File: src/rtl/simd_pipe_ctrl.sv
// simd_pipe_ctrl: three-stage Load/Execute/Store control pipeline with step divider, stall and RAW interlock
module simd_pipe_ctrl #(
  parameter int ADDR_WIDTH   = 10,
  parameter int OP_SEL_WIDTH = 4,
  parameter int STEP_CYCLES  = 2,
  parameter int HAZARD_CHECK = 1,
  parameter int CNT_WIDTH    = 16
) (
  input  logic                    clk,
  input  logic                    rst,
  input  logic                    stall,
  input  logic                    ins_valid,
  output logic                    ins_ready,
  input  logic [ADDR_WIDTH-1:0]   ins_a_addr,
  input  logic [ADDR_WIDTH-1:0]   ins_b_addr,
  input  logic [ADDR_WIDTH-1:0]   ins_r_addr,
  input  logic [OP_SEL_WIDTH-1:0] ins_pe_op,
  input  logic [1:0]              ins_dot_ctrl,
  input  logic                    ins_wen,
  input  logic                    ins_r_sel,
  output logic [ADDR_WIDTH-1:0]   bram_a_addr,
  output logic [ADDR_WIDTH-1:0]   bram_b_addr,
  output logic                    exec_valid,
  output logic [OP_SEL_WIDTH-1:0] exec_pe_op,
  output logic [1:0]              exec_dot_ctrl,
  output logic                    step,
  output logic [ADDR_WIDTH-1:0]   bram_r_addr,
  output logic                    bram_r_wen,
  output logic                    store_r_sel,
  output logic                    busy,
  output logic [CNT_WIDTH-1:0]    hazard_cnt
);
  localparam int CW = STEP_CYCLES > 1 ? $clog2(STEP_CYCLES) : 1;
  logic [CW-1:0] cnt;
  logic l_v, l_wen, l_rsel, x_v, x_wen, x_rsel, s_v, s_wen, s_rsel;
  logic [ADDR_WIDTH-1:0] l_a, l_b, l_r, x_r, s_r;
  logic [OP_SEL_WIDTH-1:0] l_op, x_op;
  logic [1:0] l_dot, x_dot;
  logic hazard, xfer, raw_l, raw_x;
  assign step = (cnt == CW'(STEP_CYCLES - 1)) && !stall;
  assign raw_l = l_v && l_wen && (l_r == ins_a_addr || l_r == ins_b_addr);
  assign raw_x = x_v && x_wen && (x_r == ins_a_addr || x_r == ins_b_addr);
  assign hazard = (HAZARD_CHECK != 0) && ins_valid && (raw_l || raw_x);
  assign ins_ready = step && !hazard;
  assign xfer = ins_valid && ins_ready;
  assign bram_a_addr = l_a;
  assign bram_b_addr = l_b;
  assign exec_valid = x_v;
  assign exec_pe_op = x_op;
  assign exec_dot_ctrl = x_dot;
  assign bram_r_addr = s_r;
  assign store_r_sel = s_rsel;
  assign bram_r_wen = s_v && s_wen && step;
  assign busy = l_v | x_v | s_v;
  always_ff @(posedge clk) begin
    if (rst) begin
      cnt <= '0;
      {l_v, l_wen, l_rsel, l_a, l_b, l_r, l_op, l_dot} <= '0;
      {x_v, x_wen, x_rsel, x_r, x_op, x_dot} <= '0;
      {s_v, s_wen, s_rsel, s_r} <= '0;
      hazard_cnt <= '0;
    end else begin
      if (!stall) cnt <= step ? '0 : cnt + CW'(1);
      if (step) begin
        {s_v, s_wen, s_rsel, s_r} <= {x_v, x_wen, x_rsel, x_r};
        {x_v, x_wen, x_rsel, x_r, x_op, x_dot} <= {l_v, l_wen, l_rsel, l_r, l_op, l_dot};
        {l_v, l_wen, l_rsel, l_a, l_b, l_r, l_op, l_dot} <= xfer ?
          {1'b1, ins_wen, ins_r_sel, ins_a_addr, ins_b_addr, ins_r_addr, ins_pe_op, ins_dot_ctrl} : '0;
      end
      if (step && hazard && !(&hazard_cnt)) hazard_cnt <= hazard_cnt + CNT_WIDTH'(1);
    end
  end
endmodule

File: config.mk
export PLATFORM = sky130hd
export DESIGN_NAME = simd_pipe_ctrl
export DESIGN_NICKNAME = d
export VERILOG_FILES = /design/src/rtl/simd_pipe_ctrl.sv
export SDC_FILE = /design/constraint.sdc
export NUM_CORES = 1
export LEC_CHECK = 0
export ABC_AREA = 0
export CORE_ASPECT_RATIO = 1.4
export CORE_MARGIN = 4
export CORE_UTILIZATION = 30
export CTS_CLUSTER_SIZE = 12
export DETAILED_ROUTE_END_ITERATION = 10
export PLACE_DENSITY = 0.53
export SLEW_MARGIN = 20
export SYNTH_ARGS = -nofsm -noshare
export SYNTH_HDL_FRONTEND = slang
export SYNTH_SLANG_ARGS = --single-unit
File: constraint.sdc
create_clock -name clk -period 4.7 [get_ports clk]
set_input_delay 1.175 -clock clk [delete_from_list [all_inputs] [get_ports clk]]
set_output_delay 1.175 -clock clk [all_outputs]
set_load 0.01 [all_outputs]
# Yosys cells after proc, flatten, opt, wreduce, memory -nomap -nowiden
# Cells that the tools add are included.
[word_totals] ff_bits=88 input_bits=42 out_inout_bits=58 elab_cells=49
[classes] add_sub_neg=2 eq_ne=4 mux=2 n_bitwise=2 n_reduce_logical=19
[ops] cell="10-bit == test" n=4
[ops] cell="39-bit two-way mux" n=1
[ops] cell="16-bit by 1-bit adder with 16-bit output, second input constant" n=1
[ops] cell="16-bit AND reduction" n=1
[ops] cell="1-bit logical AND" n=12
[ops] cell="1-bit zero test" n=3
[ops] cell="1-bit logical OR" n=3
[ops] cell="1-bit bitwise OR" n=2
[ops] cell="1-bit adder, second input constant" n=1
[ops] cell="1-bit two-way mux" n=1

# Logic depth before layout (Yosys ltp)
[depth] word_depth=9 ltp_mapped=9

# Worst setup path before layout
# Ideal clock, no wire load.
[synth_path] path_kind="input to output" from="in ins_a_addr[9]" to="out ins_ready" arrival_ns=2.311 t_required_ns=3.525 slack_ns=1.214 cell_stages=8 n_path_buf=2 path_cell_list="xor2_1 > nor4_1 > nand3_1 > and4_4 > buf_6 > clkbuf_1 > nor2b_1 > nor2_1"
[synth_via] elab_chain_cells=7 word_cells_on_any_way=10 cone_classes="eq/ne (2); reduce/logical (8)"
[synth_lines] element="start: declaration" line="14" text="input logic [ADDR_WIDTH-1:0] ins_a_addr,"
[synth_lines] element="10-bit == test (on tied branches)" line="41, 42"
[synth_lines] element="1-bit logical OR (on tied branches)" line="41, 42"
[synth_lines] element="1-bit logical AND (on tied branches)" line="41, 42"
[synth_lines] element="1-bit logical OR (*)" line="43" text="assign hazard = (HAZARD_CHECK != 0) && ins_valid && (raw_l || raw_x);"
[synth_lines] element="1-bit logical AND (*)" line="43"
[synth_lines] element="1-bit zero test (*)" line="44" text="assign ins_ready = step && !hazard;"
[synth_lines] element="1-bit logical AND (*)" line="44"
[synth_lines] element="end: declaration" line="13" text="output logic ins_ready,"
# Every way passes the cells marked *; elsewhere a longest branch is shown, timed or not.

# Worst setup path in the final report
[layout_path] from="in ins_a_addr[5]" to="out ins_ready"
# Same word-level chain as after synthesis.

==> results by group <==
Critical path
  • FF-to-FF path depth: 8
  • WP data required: 3520 ps
  • Terminus of the critical flop-to-flop path: bram_a_addr[7]$_SDFFE_PP0P_
  • Critical R2R Launch: exec_valid$_SDFFE_PP0P_
  • Internal reg-to-reg setup slack: 2440 ps
  • Worst setup path end: ins_ready
  • CP startpoint: ins_a_addr[5]
  • CP endpoint kind: primary output
  • Setup crit start kind: input pin
  • Setup Crit Path Kind: input pin to primary output
  • WP data arrival: 3170 ps
  • Crit path max fanout: 3

Synthesis
  • Syn avg cell area: 9.15 sq um
  • Synth cell types: 34
  • FF+latch count, synth: 88
  • Synth area leaders: dfxtp_1 (48%), xor2_1 (9.5%), a22o_1 (9.0%), nand2_1 (7.3%), a21oi_1 (5.3%)
  • Syn nets: 447
  • Post-synth top area share: 0.477
  • Ys async rst share: 0
  • Area leader, netlist: dfxtp_1
  • Seq/Total Area, Yosys: 0.477
  • Mapped cell area: 3690 sq um
  • Post-synth EDFFs: 0
  • Ys Warns: 0
  • Cell count after synthesis: 404
  • Primary FF master, synth: dfxtp_1

Drt
  • Post-route DRC: 0
  • DRT antenna net count: 0
  • Drt first pass iters: 5
  • Vias after detailed routing: 3186
  • DR WL/cell: 16.4 um
  • Routed vias/inst: 4.93
  • WL final: 10600 um
  • DRT iter0 DRCs: 105

Pwr
  • Cell-internal power: 1.26 mW
  • Power per cell area: 318 nW/um^2
  • Logic gate share of total power: 0.076
  • Leakage power: 1.86 nW
  • Maximum VDD drop: 0.182 mV
  • Clock network power share: 0.452
  • Switching pwr: 361 uW
  • Sequential share of power: 0.472
  • Sw Ratio: 0.223

Clock network
  • CTS root buffer: clkbuf_16
  • Hold_buf cts: 0
  • CTS resizes: 0
  • CTS buffer count: 9
  • CTS tree: yes
  • Clock buffer depth: 2
  • Setup bufs post-CTS: 0
  • Worst-Skew Late Latency: 340 ps
  • Clock transition at the registers of the reported paths: 60 ps
  • H-tree lvl count: 3
  • Clk sink count: 88

Flow run
  • Number of max-cap violations: 0

Floorplan
  • Die height: 139 um
  • Num ports: 100
  • # rows: 47
  • Starting Density: 0.310
  • Core Region: 11900 sq um
  • Die width: 102 um
  • Die area: 14200 sq um

Timing
  • Slew Viols, Final: 0
  • Worst slew margin: 0.352
  • F_max: 230 MHz
  • Tmin final: 4340 ps
  • Final number of setup-violating endpoints: 0
  • Setup TNS: 0 ps
  • Final hold violations: 0
  • Worst Tran Pin Value: 969 ps
  • Clock skew: 8.87 ps
  • Tcrit/Tclk final: 0.924
  • RSZ-0062 raised after global routing: no

Finish
  • Leading cell type in the layout, fill and taps excluded: clkdlybuf4s50_1
  • Final core occ: 0.426
  • Antenna diodes: 0
  • Nets: 537
  • Area grow syn2layout: 37.8%
  • Most frequent cells in the layout: clkdlybuf4s50_1 (98), dfxtp_1 (88), nand2_1 (72)
  • Fraction of layout cells with a size suffix above 1: 0.0681
  • Layout filler cell count: 1206

Global route
  • Total grt overflow: 0
  • First-pass GRT wire length: 16900 um
  • Vias in the first global route: 3175
  • Tot GR Track Use: 0.153
  • Initial antenna violation count: 0
  • Largest net degree at the start of global routing: 40

Outcome
  • Outcome: finished clean

Placement
  • Placer Congestion: 0.837
  • Port bufs: 99
  • HPWL after DPL: 7660 um

Min path
  • Hold Crit Class: flip-flop to flip-flop
synthesized netlist by cell type (7+ instances only):
cell type,number
nand2_1,72
nor2b_1,8
or3_1,8
nand3_1,11
nor4_1,10
a22o_1,38
clkbuf_1,12
a21oi_1,39
o21ai_0,7
xor2_1,40
dfxtp_1,88
nor2_1,11
nor3_1,10
cells by family (layout without fill, tap and decap cells):
group                      Yosys count  count (layout)  share of synthesized area
and+or+nand+nor                    152             152                      0.205
DFF                                 88              88                      0.477
AOI/OAI and AO/OA                   87              87                      0.159
xor gates and xnor gates            40              40                     0.0948
buffers and inverters               29             124                     0.0400
muxes                                7               7                     0.0210
adders and majority gates            1               1                    0.00339
sequential cells by signal, summed over array words and instances (netlist names), 2 cells and up:
register / cells
bram_a_addr: 10
hazard_cnt: 16
x_r: 10
exec_pe_op: 4
l_r: 10
bram_b_addr: 10
exec_dot_ctrl: 2
bram_r_addr: 10
l_op: 4
l_dot: 2
worst min path at each step:
| stage | from | endpoint | slack [ps] | cells past startpoint |
|---|---|---|---|---|
| 2_1_floorplan | l_rsel$_SDFFE_PP0P_ | x_rsel$_SDFFE_PP0P_ | 430 | 2 |
| 3_3_place_gp | s_wen$_SDFFE_PP0P_ | s_wen$_SDFFE_PP0P_ | 440 | 2 |
| 3_5_place_dp | l_dot[0]$_SDFFE_PP0P_ | exec_dot_ctrl[0]$_SDFFE_PP0P_ | 450 | 2 |
| 4_1_cts | bram_r_addr[8]$_SDFFE_PP0P_ | bram_r_addr[8]$_SDFFE_PP0P_ | 460 | 2 |
| 5_1_grt | bram_r_addr[0]$_SDFFE_PP0P_ | bram_r_addr[0]$_SDFFE_PP0P_ | 470 | 2 |
| 6_report | bram_r_addr[0]$_SDFFE_PP0P_ | bram_r_addr[0]$_SDFFE_PP0P_ | 460 | 2 |
final cells by class:
| class | count | area, sq um | area share |
|---|---|---|---|
| clock buffer | 12 | 256 | 0.0504 |
| clock inverter | 4 | 52.6 | 0.0103 |
| inverter | 3 | 11.3 | 0.00221 |
| multi-input combinational | 287 | 1790 | 0.352 |
| sequential | 88 | 1760 | 0.346 |
| tap | 147 | 184 | 0.0361 |
| timing repair buffer | 105 | 1030 | 0.203 |
worst max-delay path: stages:
cell,delay [ps]
clkdlybuf4s50_1,530
xor2_1,190
nor4_1,280
nand3_1,110
and4_4,220
nor2b_1,100
nor2_1,60
clkdlybuf4s50_1,490
power by group through the flow:
stage          clock network [mW]  logic, mW  registers, mW
4_1_cts                     0.758      0.125          0.764
2_1_floorplan                   0     0.0520          0.781
6_report                    0.732      0.123          0.764
3_5_place_dp                    0      0.124          0.781
3_3_place_gp                    0      0.123          0.781
5_1_grt                     0.791      0.133          0.765
through the flow:
stage / instance area (sq um) / hold WS [ps] / power [mW] / setup slack (ps) / cells
final: 5090 / 456 / 1.62 / 358 / 646
after global routing: 5090 / 473 / 1.69 / 225 / 646
after CTS: 5090 / 461 / 1.65 / 331 / 646
after detailed placement: 4780 / 450 / 0.905 / 353 / 630
after global placement: 4780 / 444 / 0.904 / 338 / 630
after floorplan: 3690 / 432 / 0.833 / 1210 / 404
routing by layer:
layer / global-route usage / wire, um
met5: 0 / 0
met4: 0.0434 / 129
met3: 0.0541 / 714
met2: 0.264 / 5370
met1: 0.175 / 4350
No activity file was read; power rests on OpenSTA's default activity.
